==> config.mk <==
export PLATFORM = sky130hd
export DESIGN_NAME = rst_run_ctrl
export DESIGN_NICKNAME = d
export VERILOG_FILES = /design/src/rtl/rst_run_ctrl.sv
export SDC_FILE = /design/constraint.sdc
export NUM_CORES = 1
export LEC_CHECK = 0
export ABC_AREA = 1
export BUFFER_PORTS_ARGS = -buffer_cell sky130_fd_sc_hd__buf_4
export CAP_MARGIN = 15
export CORE_MARGIN = 10
export CORE_UTILIZATION = 55
export DETAILED_ROUTE_END_ITERATION = 12
export PLACE_DENSITY = 0.82
export SLEW_MARGIN = 20
export SYNTH_ARGS = -nofsm -noshare
export SYNTH_HDL_FRONTEND = slang
export SYNTH_SLANG_ARGS = --single-unit
==> constraint.sdc <==
create_clock -name clk -period 3.2 [get_ports clk]
set_input_delay 0.48 -clock clk [delete_from_list [all_inputs] [get_ports clk]]
set_output_delay 0.48 -clock clk [all_outputs]
set_load 0.01 [all_outputs]
==> src/rtl/rst_run_ctrl.sv <==
// rst_run_ctrl: reset sequencer and run-window controller.
//
// After a reset or a start pulse, every downstream channel is held in reset for HOLD_CYC
// cycles. The channels are then released one at a time, STAGGER cycles apart, starting with
// channel 0. One cycle after the last release the block enters a run window. The window ends
// after RUN_CYC cycles (never, when RUN_CYC is 0) or earlier on ext_halt. It then parks in a
// sticky DONE state with every channel back in reset.
//
// Ports:
//   clk       in   single clock, rising edge
//   rst       in   synchronous active-high reset
//   start     in   one-cycle pulse, (re)starts the sequence from HOLD
//   ext_halt  in   level, ends the run window (ignored outside RUN)
//   ch_rst    out  [NCH-1:0] per-channel active-high reset
//   running   out  high while in RUN
//   done      out  sticky end-of-run flag
//   cyc_cnt   out  [CW-1:0] cycles elapsed in the current run (saturating)
module rst_run_ctrl #(
    parameter int unsigned NCH      = 2,
    parameter int unsigned HOLD_CYC = 10,
    parameter int unsigned STAGGER  = 2,
    parameter int unsigned RUN_CYC  = 205,
    parameter int unsigned CW       = 32
) (
    input  logic           clk,
    input  logic           rst,
    input  logic           start,
    input  logic           ext_halt,
    output logic [NCH-1:0] ch_rst,
    output logic           running,
    output logic           done,
    output logic [CW-1:0]  cyc_cnt
);

    typedef enum logic [1:0] {StHold, StRelease, StRun, StDone} state_e;

    // Edge (counted from HOLD entry) on which the last channel leaves reset.
    localparam int unsigned LastRel = HOLD_CYC + (NCH - 1) * STAGGER;
    localparam int unsigned HW      = $clog2(LastRel + 1) + 1;
    localparam logic [CW-1:0] RunLast = CW'((RUN_CYC == 0) ? 0 : RUN_CYC - 1);

    state_e           state_q, state_d;
    logic [HW-1:0]    hold_q, hold_d;
    logic [NCH-1:0]   ch_q, ch_d;
    logic             run_q, run_d;
    logic             done_q, done_d;
    logic [CW-1:0]    cyc_q, cyc_d;

    // Channel i is still in reset while the edge count is below its release point.
    function automatic logic [NCH-1:0] ch_mask(input logic [HW-1:0] cnt);
        logic [NCH-1:0] m;
        m = '1;
        for (int unsigned i = 0; i < NCH; i++) begin
            m[i] = (32'(cnt) < (HOLD_CYC + i * STAGGER));
        end
        return m;
    endfunction

    always_comb begin
        state_d = state_q;
        hold_d  = hold_q;
        ch_d    = ch_q;
        run_d   = run_q;
        done_d  = done_q;
        cyc_d   = cyc_q;

        if (start) begin
            // Soft restart from any state; outranks ext_halt.
            state_d = StHold;
            hold_d  = '0;
            ch_d    = '1;
            run_d   = 1'b0;
            done_d  = 1'b0;
            cyc_d   = '0;
        end else begin
            unique case (state_q)
                StHold: begin
                    hold_d = hold_q + HW'(1);
                    ch_d   = ch_mask(hold_d);
                    if (32'(hold_d) >= HOLD_CYC) begin
                        state_d = StRelease;
                    end
                end
                StRelease: begin
                    if (ch_q == '0) begin
                        state_d = StRun;
                        run_d   = 1'b1;
                        cyc_d   = '0;
                    end else begin
                        hold_d = hold_q + HW'(1);
                        ch_d   = ch_mask(hold_d);
                    end
                end
                StRun: begin
                    if (ext_halt || ((RUN_CYC != 0) && (cyc_q == RunLast))) begin
                        state_d = StDone;
                        run_d   = 1'b0;
                        done_d  = 1'b1;
                        ch_d    = '1;
                    end else if (cyc_q != '1) begin
                        cyc_d = cyc_q + CW'(1);
                    end
                end
                StDone: begin
                    // Terminal until start or rst; cyc_cnt keeps its final value.
                end
            endcase
        end
    end

    always_ff @(posedge clk) begin
        if (rst) begin
            state_q <= StHold;
            hold_q  <= '0;
            ch_q    <= '1;
            run_q   <= 1'b0;
            done_q  <= 1'b0;
            cyc_q   <= '0;
        end else begin
            state_q <= state_d;
            hold_q  <= hold_d;
            ch_q    <= ch_d;
            run_q   <= run_d;
            done_q  <= done_d;
            cyc_q   <= cyc_d;
        end
    end

    assign ch_rst  = ch_q;
    assign running = run_q;
    assign done    = done_q;
    assign cyc_cnt = cyc_q;

endmodule
==> out/metrics.cfg, run 1 <==
[status]
run_status = complete, no violations

[clock_tree]
cts_buffer_depth = 2
cts_buffers = 5
tritoncts = done
hold_buffers = 0
clk_latency_ns = 0.31
cts-root-buf = clkbuf_8
htreeDepth = 2
post-cts-setup-buffers = 0
cts_resized = 0
clkTransAtPathRegs_ns = 0.09
cts.sinks = 43

[min_path]
hold_path_end = done
hold_class = reg2reg
hold_depth = 2
worstHoldStart = done

[drt]
drt-vias-per-instance = 5.259
firstDrtPassIters = 4
drt_iter0_markers = 220
ant_nets = 0
wirelength_mm = 7.526
vias = 3192
drt-wirelength-per-cell_um = 12.40
drc = 0

[finish]
ff_latch_area_um2 = 860.8
layout_commonest_cell = nand2_1
design_area_um2 = 3465
area_delta_synth_final_pct = 12.93
multi_input_area_um2 = 1868
diodes = 0
drive_gt1_share_pct = 13.46
final_cells = 607
nFillCells = 542
mostFrequentLayoutCells = nand2_1 (129), nor2_1 (98), inv_1 (63)
fin_nets = 547

[timing]
period_needed_ns = 2.238
slew_violations = 0
max_freq_ghz = 0.4469
rsz0062_at_grt = no
fin_tns_setup_ns = 0
fin_skew_ns = 0.006443
slew_headroom_pct = 40.88
hold_viol_final = 0
finalCritPeriodShare_pct = 69.93
setup_violations = 0
worst_pin_slew_ns = 0.8859
setup_slack_ns = 0.9621
whs_ns = 0.4785

[synth]
postSynthCellCount = 500
synth_enable_flop_cells = 0
syn_nets = 513
synth_area_per_cell_um2 = 6.136
ys_ff_latch = 43
yosys-top-cells-area = dfxtp_1 (28%), nand2_1 (16%), nor2_1 (12%)
synth_area_um2 = 3068
ys_types = 31
ys_warn_count = 0
synth_ff_type = dfxtp_1
ys_seq_area_share_pct = 28.06
yosysTopAreaCell = dfxtp_1
synth_top_area_share_pct = 28.06
synthArstFlopShare_pct = 0

[setup_path]
crit_path_end_kind = flop
crit_chain = inv_1 > ha_1 > nand2_1 > nor2_1 > nand2_1 > o21ai_1 > nand2_2 > nand2_8 > nand2_1 > a21oi_1
cp_common_cell = nand2_1
start_kind = flop
rrSetupSlack_ns = 0.96
cp.buffers_inverters = 1
max_stage_delay_ns = 0.63
worstPathRequired_ns = 3.35
rr_startpoint = cyc_cnt[0]
cp_slowest_cell = nand2_2
crit_type = reg2reg
critPathArrivalTime_ns = 2.39
rr_endpoint = cyc_cnt[31]
crit_fanout = 46
reg2reg_depth = 10
critPathTopFamily = simple AND/OR/NAND/NOR gates

[floorplanning]
start_util_pct = 56.06
fp-row-count = 27
fp.dieW_um = 94.69
coreArea_um2 = 5473
die_area_um2 = 8965
ios = 40
fp.dieH_um = 94.69

[placement]
place_hpwl_mm = 5.494
placed_cell_area_um2 = 3376
io_buffers = 39
dp_slack_ns = 0.9999
gp_congestion = 0.8578
dp.cells = 599

[global_route]
grt_overflow = 0
track_usage_pct = 17.96
grt_first_pass_wirelength_mm = 13.44
grt_pass1_vias = 3042
antenna_found_initial = 0
grt_max_degree = 47

[pwr]
power.density_nw_per_um2 = 383.3
ir_drop_v = 0.0004021
p_leak_nw = 1.336

[flow_run]
drv_cap = 0

==> layout make-up <==
| cell class | instances | area share [%] |
|---|---|---|
| clock inverter | 3 | 0.5778 |
| timing repair buffer | 41 | 8.884 |
| multi-input combinational | 378 | 53.92 |
| inverter | 65 | 7.187 |
| sequential | 43 | 24.85 |
| tap | 72 | 2.600 |
| clock buffer | 5 | 1.986 |
==> registers in the layout, summed over array words and instances, names as in the netlist <==
register  cells
cyc_cnt      32
hold_q        5
running       1
done          1
ch_rst        2
state_q       2
==> report_power, final <==
group          internal, mW  leakage [nW]  total, mW  switching, mW
logic                0.0974         0.950      0.376          0.278
clock network         0.152        0.0402      0.365          0.213
registers             0.559         0.347      0.587         0.0280
total                 0.808          1.34       1.33          0.520
==> worst reg2reg max path: cells and delay by family (launching register included) <==
kind | cells | cell delay (ns)
and+or+nand+nor | 6 | 1.18
buffers and inverters | 1 | 0.10
adders and majority gates | 1 | 0.20
DFF | 1 | 0.44
AOI/OAI and AO/OA | 2 | 0.16
==> synth_stat cells, drive strengths merged, types with 4 or more instances <==
library cell	number
a21oi	29
o21ai	12
xor2	9
dfxtp	43
inv	65
clkbuf	6
nor2	102
buf	8
xnor2	4
nand3	48
nand4	21
nand2	135
ha	9
==> per-layer routing <==
metal | up-vias | GRT usage, % | part of all wire [%]
met2 | 87 | 29.92 | 46
met3 | 17 | 4.203 | 6.4
li1 | 1655 | - | -
met1 | 1433 | 21.92 | 45
met4 | 0 | 6.983 | 2.0
met5 | - | 0 | 0
==> metrics by stage <==
step / total power [mW] / utilization (%)
2_1_floorplan: 0.9379 / -
3_3_place_gp: 0.9629 / 61.68
3_5_place_dp: 0.9753 / 61.68
4_1_cts: 1.337 / 63.31
5_1_grt: 1.418 / 63.31
6_report: 1.328 / 63.31
==> worst max-delay path by stage <==
| stage | from | endpoint | slack (ns) | depth (start not counted) |
|---|---|---|---|---|
| after floorplan | cyc_cnt[1] | cyc_cnt[0] | 1.39 | 11 |
| after global placement | cyc_cnt[0] | cyc_cnt[0] | 1.06 | 10 |
| after detailed placement | cyc_cnt[0] | cyc_cnt[0] | 1.0 | 10 |
| after CTS | cyc_cnt[0] | cyc_cnt[31] | 0.97 | 10 |
| after global routing | cyc_cnt[0] | cyc_cnt[0] | 0.63 | 10 |
| final | cyc_cnt[0] | cyc_cnt[31] | 0.96 | 10 |
==> cells by family (layout without fill, tap and decap cells) <==
kind of cell               after synthesis  in the layout  synth area share, %
AOI/OAI and AO/OA                       44             44                8.646
DFF                                     43             43                28.06
xor gates and xnor gates                13             13                3.711
adders and majority gates                9              9                3.671
and+or+nand+nor                        312            312                44.86
buffers and inverters                   79            114                11.05
(Power assumes the default switching activity.)
==> inputs of run 2 (changes only) <==
--- a/config.mk
+++ b/config.mk
@@ -5,11 +5,11 @@
 export SDC_FILE = /design/constraint.sdc
 export NUM_CORES = 1
 export LEC_CHECK = 0
-export ABC_AREA = 1
+export ABC_AREA = 0
 export BUFFER_PORTS_ARGS = -buffer_cell sky130_fd_sc_hd__buf_4
 export CAP_MARGIN = 15
 export CORE_MARGIN = 10
-export CORE_UTILIZATION = 55
+export CORE_UTILIZATION = 51
 export DETAILED_ROUTE_END_ITERATION = 12
 export PLACE_DENSITY = 0.82
 export SLEW_MARGIN = 20
==> constraint.sdc (replaced) <==
create_clock -name clk -period 1.9 [get_ports clk]
set_input_delay 0.285 -clock clk [delete_from_list [all_inputs] [get_ports clk]]
set_output_delay 0.285 -clock clk [all_outputs]
set_load 0.01 [all_outputs]
==> run 2 against run 1 <==
The run now ends with setup timing left; first-iteration DRC count increased to 3.6 times the previous value; largest power group unchanged; register-to-register slack got worse by 1.7 ns; non-clock buffer count rose by 105; sequential cell count unchanged; sequential power is 53% higher; worst hold slack gained 0.018 ns; final cell count fell by 14%; highest routed layer unchanged; critical endpoint is now running.
==> out/metrics.cfg, run 2 <==
[floorplanning]
fp.dieW_um = 91.30  ; -3.6%
ios = 40  ; unchanged
die_area_um2 = 8335  ; -7.0%
coreArea_um2 = 4817  ; -12%
fp-row-count = 25  ; -7.4%
fp.dieH_um = 91.30  ; -3.6%
start_util_pct = 53.82  ; -2.2 points

[synth]
synth_ff_type = dfxtp_1
synth_adder_area_share_pct = 4.344  ; +0.67 points
synth_top_family_by_area = simple AND/OR/NAND/NOR gates
postSynthCellCount = 311  ; -38%
synth_xor_area_share_pct = 3.378  ; -0.33 points
synthArstFlopShare_pct = 0  ; unchanged
synth_area_per_cell_um2 = 8.336  ; +36%
muxShareOfSynthArea_pct = 2.703  ; +2.7 points
synth_area_um2 = 2592  ; -15%
synth_compound_area_share_pct = 20.42  ; +12 points
yosysMostFrequentCell = dfxtp_1
synth_common_cells = dfxtp_1 (43), nand2_1 (25), nand3_1 (24)
ys_warn_count = 0  ; unchanged
syn_nets = 324  ; -37%
ys_ff_latch = 43  ; unchanged
synth_top_area_share_pct = 33.20  ; +5.1 points
ys_seq_area_share_pct = 33.20  ; +5.1 points
yosys-top-cells-area = dfxtp_1 (33%), nand3_1 (4.6%), ha_1 (4.3%)
synth_enable_flop_cells = 0  ; unchanged
ys_types = 55  ; +77%
synth-simple-area-share_pct = 31.66  ; -13 points
yosysTopAreaCell = dfxtp_1

[drt]
vias = 3808  ; +19%
drt-vias-per-instance = 7.337  ; +40%
drt_iter0_markers = 793  ; +260%
wirelength_mm = 15.33  ; +100%
ant_nets = 0  ; unchanged
drt-wirelength-per-cell_um = 29.54  ; +140%
firstDrtPassIters = 8  ; +4
drc = 0  ; unchanged

[finish]
area_delta_synth_final_pct = 71.43
largest_reg_flops = 32  ; unchanged
nFillCells = 174  ; -68%
mostFrequentLayoutCells = buf_4 (131), nand2_1 (23), dfxtp_1 (22)
layout_commonest_cell = buf_4
diodes = 0  ; unchanged
multi_input_area_um2 = 2147  ; +15%
drive_gt1_share_pct = 56.42  ; +43 points
ff_latch_area_um2 = 909.6  ; +5.7%
design_area_um2 = 4444  ; +28%
final_cells = 519  ; -14%
fin_nets = 464  ; -15%

[timing]
slew_violations = 0  ; unchanged
fin_tns_setup_ns = -18.25  ; -18.25 ns
fin_skew_ns = 0.008678  ; +0.002235 ns
finalCritPeriodShare_pct = 140.5  ; +71 points
max_freq_ghz = 0.3747  ; -16%
period_needed_ns = 2.669  ; +0.4310 ns
setup_violations = 38  ; +38
hold_viol_final = 0  ; unchanged
worst_pin_slew_ns = 0.7094  ; -0.1764 ns
slew_headroom_pct = 52.20  ; +11 points
rsz0062_at_grt = yes
setup_slack_ns = -0.7689  ; -1.731 ns

[clock_tree]
clk_latency_ns = 0.32  ; about the same
clkTransAtPathRegs_ns = 0.09  ; about the same
tritoncts = done
cts_buffers = 5  ; unchanged
cts-root-buf = clkbuf_8
cts_buffer_depth = 2  ; unchanged
cts.sinks = 43  ; unchanged
htreeDepth = 2  ; unchanged

[pwr]
finalPower_mw = 1.625  ; +22%
p_leak_nw = 1.769  ; +32%
power.density_nw_per_um2 = 365.6  ; -4.6%
ir_drop_v = 0.0005286  ; +31%

[status]
violations = setup timing
run_status = finished, violations left

[placement]
io_buffers = 39  ; unchanged
placed_cell_area_um2 = 3736  ; +11%
place_hpwl_mm = 6.783  ; +23%
dp.cells = 497  ; -17%
gp_congestion = 0.9716  ; +13%

[min_path]
worstHoldStart = rst
hold_path_end = cyc_cnt[5]
hold_class = in2reg
hold_depth = 5  ; +3

[setup_path]
crit_type = reg2reg
worstPathRequired_ns = 2.08  ; -1.27 ns
crit_chain = buf_4 > nor4_2 > nand4_1 > o21bai_4 > buf_6 > buf_6 > buf_6 > nand2_1 > a22oi_2 > nor2_1
start_kind = flop
rr_startpoint = cyc_cnt[9]
cp_common_cell = buf_6
reg2reg_depth = 10  ; unchanged
rrSetupSlack_ns = -0.77  ; -1.73 ns
crit_fanout = 7  ; -85%
cp_slowest_cell = nor4_2
rr_endpoint = running
critPathArrivalTime_ns = 2.85  ; +0.46 ns
max_stage_delay_ns = 0.43  ; -0.20 ns
crit_path_end_kind = flop

[global_route]
track_usage_pct = 24.09  ; +6.1 points
grt_pass1_vias = 3207  ; +5.4%
grt_overflow = 0  ; unchanged
grt_first_pass_wirelength_mm = 16.53  ; +23%
antenna_found_initial = 0  ; unchanged
grt_max_degree = 17  ; -64%

[flow_run]
drv_cap = 0  ; unchanged

-- run 2: changes by cell type after synthesis, sizes merged, moves of 6 or more --
cell	change
nand2b	+7
o31ai	+9
inv	-53
and4	+6
or3	+8
xor2	-7
or4	+9
mux2i	+7
nor2	-81
nand2	-110
nand3	-24
nor4	+6
nand4	-9
-- run 2: kinds of logic (layout without fill, tap and decap cells) --
kind of cell    count (synthesis)  after routing
mux                             7              7
fa+ha+maj                       9              9
flops                          43             43
buf+inv                        25            166
compound gates                 76             76
simple gates                  141            141
xor+xnor                       10             10
-- run 2: through the flow --
| stage | setup WS [ns] | hold slack (ns) | utilization (%) |
|---|---|---|---|
| after floorplan | -0.03144 | 0.4858 | - |
| after global placement | -0.09174 | 0.4555 | 77.56 |
| after detailed placement | -0.1729 | 0.4764 | 77.56 |
| after CTS | -0.1425 | 0.4197 | 84.44 |
| after global routing | -0.7398 | 0.4880 | 92.26 |
| final | -0.7689 | 0.4961 | 92.26 |
-- run 2: power by group --
group	total, mW	switching, mW	internal, mW
combinational	0.107	0.0627	0.0445
clock	0.622	0.366	0.256
sequential	0.896	0.00485	0.891
total	1.62	0.433	1.19
-- run 2: what timing repair did --
action / CTS / global route
setup buffers: 8 / 8
gates resized for setup: 46 / 61
endpoints found under the setup margin: 35 / 37
hold buffers: 0 / 0
pin swaps: 19 / 35
-- run 2: worst max path at each step --
stage | from | endpoint | slack, ns
floorplan | state_q[0] | cyc_cnt[26] | -0.03
global placement | cyc_cnt[25] | cyc_cnt[0] | -0.09
detailed placement | cyc_cnt[1] | cyc_cnt[3] | -0.17
CTS | cyc_cnt[8] | cyc_cnt[25] | -0.14
global route | cyc_cnt[9] | running | -0.74
finish | cyc_cnt[9] | running | -0.77
-- run 2: layout make-up --
type                    instances  area share, %
multi-input cells             243          48.31
clock inverters                 3         0.4505
well taps                      67          1.886
inverters                      12          1.126
clock buffers                   5          1.548
flip-flops and latches         43          20.47
repair buffers                146          26.21
-- run 2: layer usage --
layer / routed length (µm) / GRT usage (%)
met5: 0 / 0
met4: 1404 / 12.92
met3: 2143 / 6.008
met2: 6684 / 42.36
met1: 5102 / 25.98
-- run 2: critical path: cells and delay by family, from the launching register on --
kind / cells / cell delay, ns
buffers and inverters: 4 / 0.51
AO/OA/AOI/OAI: 2 / 0.59
AND/OR/NAND/NOR: 4 / 1.08
flip-flops: 1 / 0.34
==> inputs of run 3 (changes only) <==
--- a/config.mk
+++ b/config.mk
@@ -9,9 +9,10 @@
 export BUFFER_PORTS_ARGS = -buffer_cell sky130_fd_sc_hd__buf_4
 export CAP_MARGIN = 15
 export CORE_MARGIN = 10
-export CORE_UTILIZATION = 51
+export CORE_UTILIZATION = 55
+export CTS_CLUSTER_DIAMETER = 100
 export DETAILED_ROUTE_END_ITERATION = 12
-export PLACE_DENSITY = 0.82
+export PLACE_DENSITY = 0.84
 export SLEW_MARGIN = 20
 export SYNTH_ARGS = -nofsm -noshare
 export SYNTH_HDL_FRONTEND = slang
==> constraint.sdc (replaced) <==
create_clock -name clk -period 3.3 [get_ports clk]
set_input_delay 0.495 -clock clk [delete_from_list [all_inputs] [get_ports clk]]
set_output_delay 0.495 -clock clk [all_outputs]
set_load 0.01 [all_outputs]
==> run 3 against run 2 <==
The flow now finishes without violations; die area is 5.7% lower; via count fell by 34%; fmax up 5.3%; critical endpoint is now cyc_cnt[27]; largest power group unchanged; routed wire length down 56%; first-iteration DRC count fell by 81%; global-route usage shrank 6.5 points; clock skew increased by 0.0085 ns; critical path type unchanged; power is 45% lower; final area decreased by 33%.
==> out/metrics.cfg, run 3 (synthesis gave the netlist of run 2 again) <==
[flow_run]
drv_cap = 0  ; unchanged

[global_route]
grt_overflow = 0  ; unchanged
grt_pass1_vias = 2329  ; -27%
track_usage_pct = 17.58  ; -6.5 points
grt_first_pass_wirelength_mm = 11.23  ; -32%
antenna_found_initial = 0  ; unchanged
grt_max_degree = 28  ; +11

[drt]
firstDrtPassIters = 5  ; -3
drt-wirelength-per-cell_um = 16.97  ; -43%
wirelength_mm = 6.803  ; -56%
vias = 2523  ; -34%
drt-vias-per-instance = 6.292  ; -14%
drc = 0  ; unchanged
drt_iter0_markers = 150  ; -81%
ant_nets = 0  ; unchanged

[timing]
max_freq_ghz = 0.3944  ; +5.3%
finalCritPeriodShare_pct = 76.83  ; -64 points
period_needed_ns = 2.535  ; -0.1335 ns
slew_violations = 0  ; unchanged
fin_skew_ns = 0.01721  ; +0.008527 ns
whs_ns = 0.4776  ; -0.01850 ns
hold_viol_final = 0  ; unchanged
slew_headroom_pct = 54.48  ; +2.3 points
setup_violations = 0  ; -100%
rsz0062_at_grt = no
worst_pin_slew_ns = 0.6810  ; -0.02840 ns
fin_tns_setup_ns = 0  ; +18.25 ns

[finish]
drive_gt1_share_pct = 18.34  ; -38 points
fin_nets = 361  ; -22%
largest_reg_flops = 32  ; unchanged
ff_latch_area_um2 = 860.8  ; -5.4%
diodes = 0  ; unchanged
final_core_util_pct = 67.46  ; -25 points
mostFrequentLayoutCells = dfxtp_1 (43), buf_4 (43), nand2_1 (25)
final_cells = 401  ; -23%
design_area_um2 = 2998  ; -33%
area_delta_synth_final_pct = 15.64
multi_input_area_um2 = 1620  ; -25%
nFillCells = 393  ; +130%

[setup_path]
crit_path_end_kind = flop
worstPathRequired_ns = 3.50  ; +1.42 ns
crit_type = reg2reg
crit_fanout = 7  ; unchanged
rrSetupSlack_ns = 0.76  ; +1.53 ns
start_kind = flop
critPathArrivalTime_ns = 2.73  ; -0.12 ns

[clock_tree]
cts_buffer_depth = 2  ; unchanged
clk_latency_ns = 0.31  ; about the same
htreeDepth = 2  ; unchanged
cts_buffers = 5  ; unchanged
cts-root-buf = clkbuf_8
cts_resized = 0  ; -100%
tritoncts = done
cts.sinks = 43  ; unchanged
hold_buffers = 0  ; unchanged
post-cts-setup-buffers = 0  ; -8
clkTransAtPathRegs_ns = 0.08  ; about the same

[placement]
placed_cell_area_um2 = 2914  ; -22%
place_hpwl_mm = 5.056  ; -25%
dp.cells = 393  ; -21%
io_buffers = 39  ; unchanged
gp_congestion = 0.9141  ; -5.9%

[pwr]
power.density_nw_per_um2 = 296.2  ; -19%
ir_drop_v = 0.0002387  ; -55%
p_leak_nw = 1.122  ; -37%

[status]
run_status = complete, no violations

[floorplanning]
die_area_um2 = 7860  ; -5.7%
ios = 40  ; unchanged
fp-row-count = 24  ; -4.0%
start_util_pct = 58.33  ; +4.5 points
fp.dieH_um = 88.66  ; -2.9%
fp.dieW_um = 88.66  ; -2.9%
coreArea_um2 = 4444  ; -7.7%

[min_path]
hold_class = reg2reg

## run 3: stage by stage
| stage | setup slack (ns) | power (mW) |
|---|---|---|
| 4_1_cts | 0.8039 | 0.8902 |
| 5_1_grt | 0.6258 | 0.9170 |
| 2_1_floorplan | 1.119 | 0.5541 |
| 6_report | 0.7646 | 0.8879 |
| 3_3_place_gp | 0.8636 | 0.5648 |
| 3_5_place_dp | 0.8676 | 0.5657 |
## run 3: area by class of cell
type	instances	share of cell area, %
Clock buffer	5	2.295
Clock inverter	3	0.5008
Inverter	12	1.503
Multi-Input combinational cell	243	54.05
Sequential cell	43	28.71
Tap cell	52	2.170
Timing Repair Buffer	43	10.77
## run 3: routing by layer
layer,GRT usage [%],part of all wire (%)
met1,20.33,42
met2,29.52,48
met4,7.783,2.5
met5,0,0
met3,4.963,7.0
## run 3: worst max-delay path, cell delays in order, from the launching register on
cell       delay [ns]
dfxtp_1          0.43
inv_1            0.09
ha_1             0.35
and2_1           0.36
o31ai_4          0.19
a2111oi_1        0.68
nand4_1          0.19
mux2i_1          0.15
## run 3: worst paths after layout
kind                            cells past startpoint           to  startpoint
worst max-delay path                                7  cyc_cnt[27]  state_q[0]
worst max register to register                      7  cyc_cnt[27]  state_q[0]
worst min register to register                      2         done        done
worst min-delay path                                2         done        done
## run 3: power by group
| group | internal (mW) | total (mW) | switching, mW |
|---|---|---|---|
| Clock | 0.145 | 0.334 | 0.189 |
| Combinational | 0.0111 | 0.0319 | 0.0207 |
| Sequential | 0.520 | 0.522 | 0.00241 |
| Total | 0.676 | 0.888 | 0.212 |
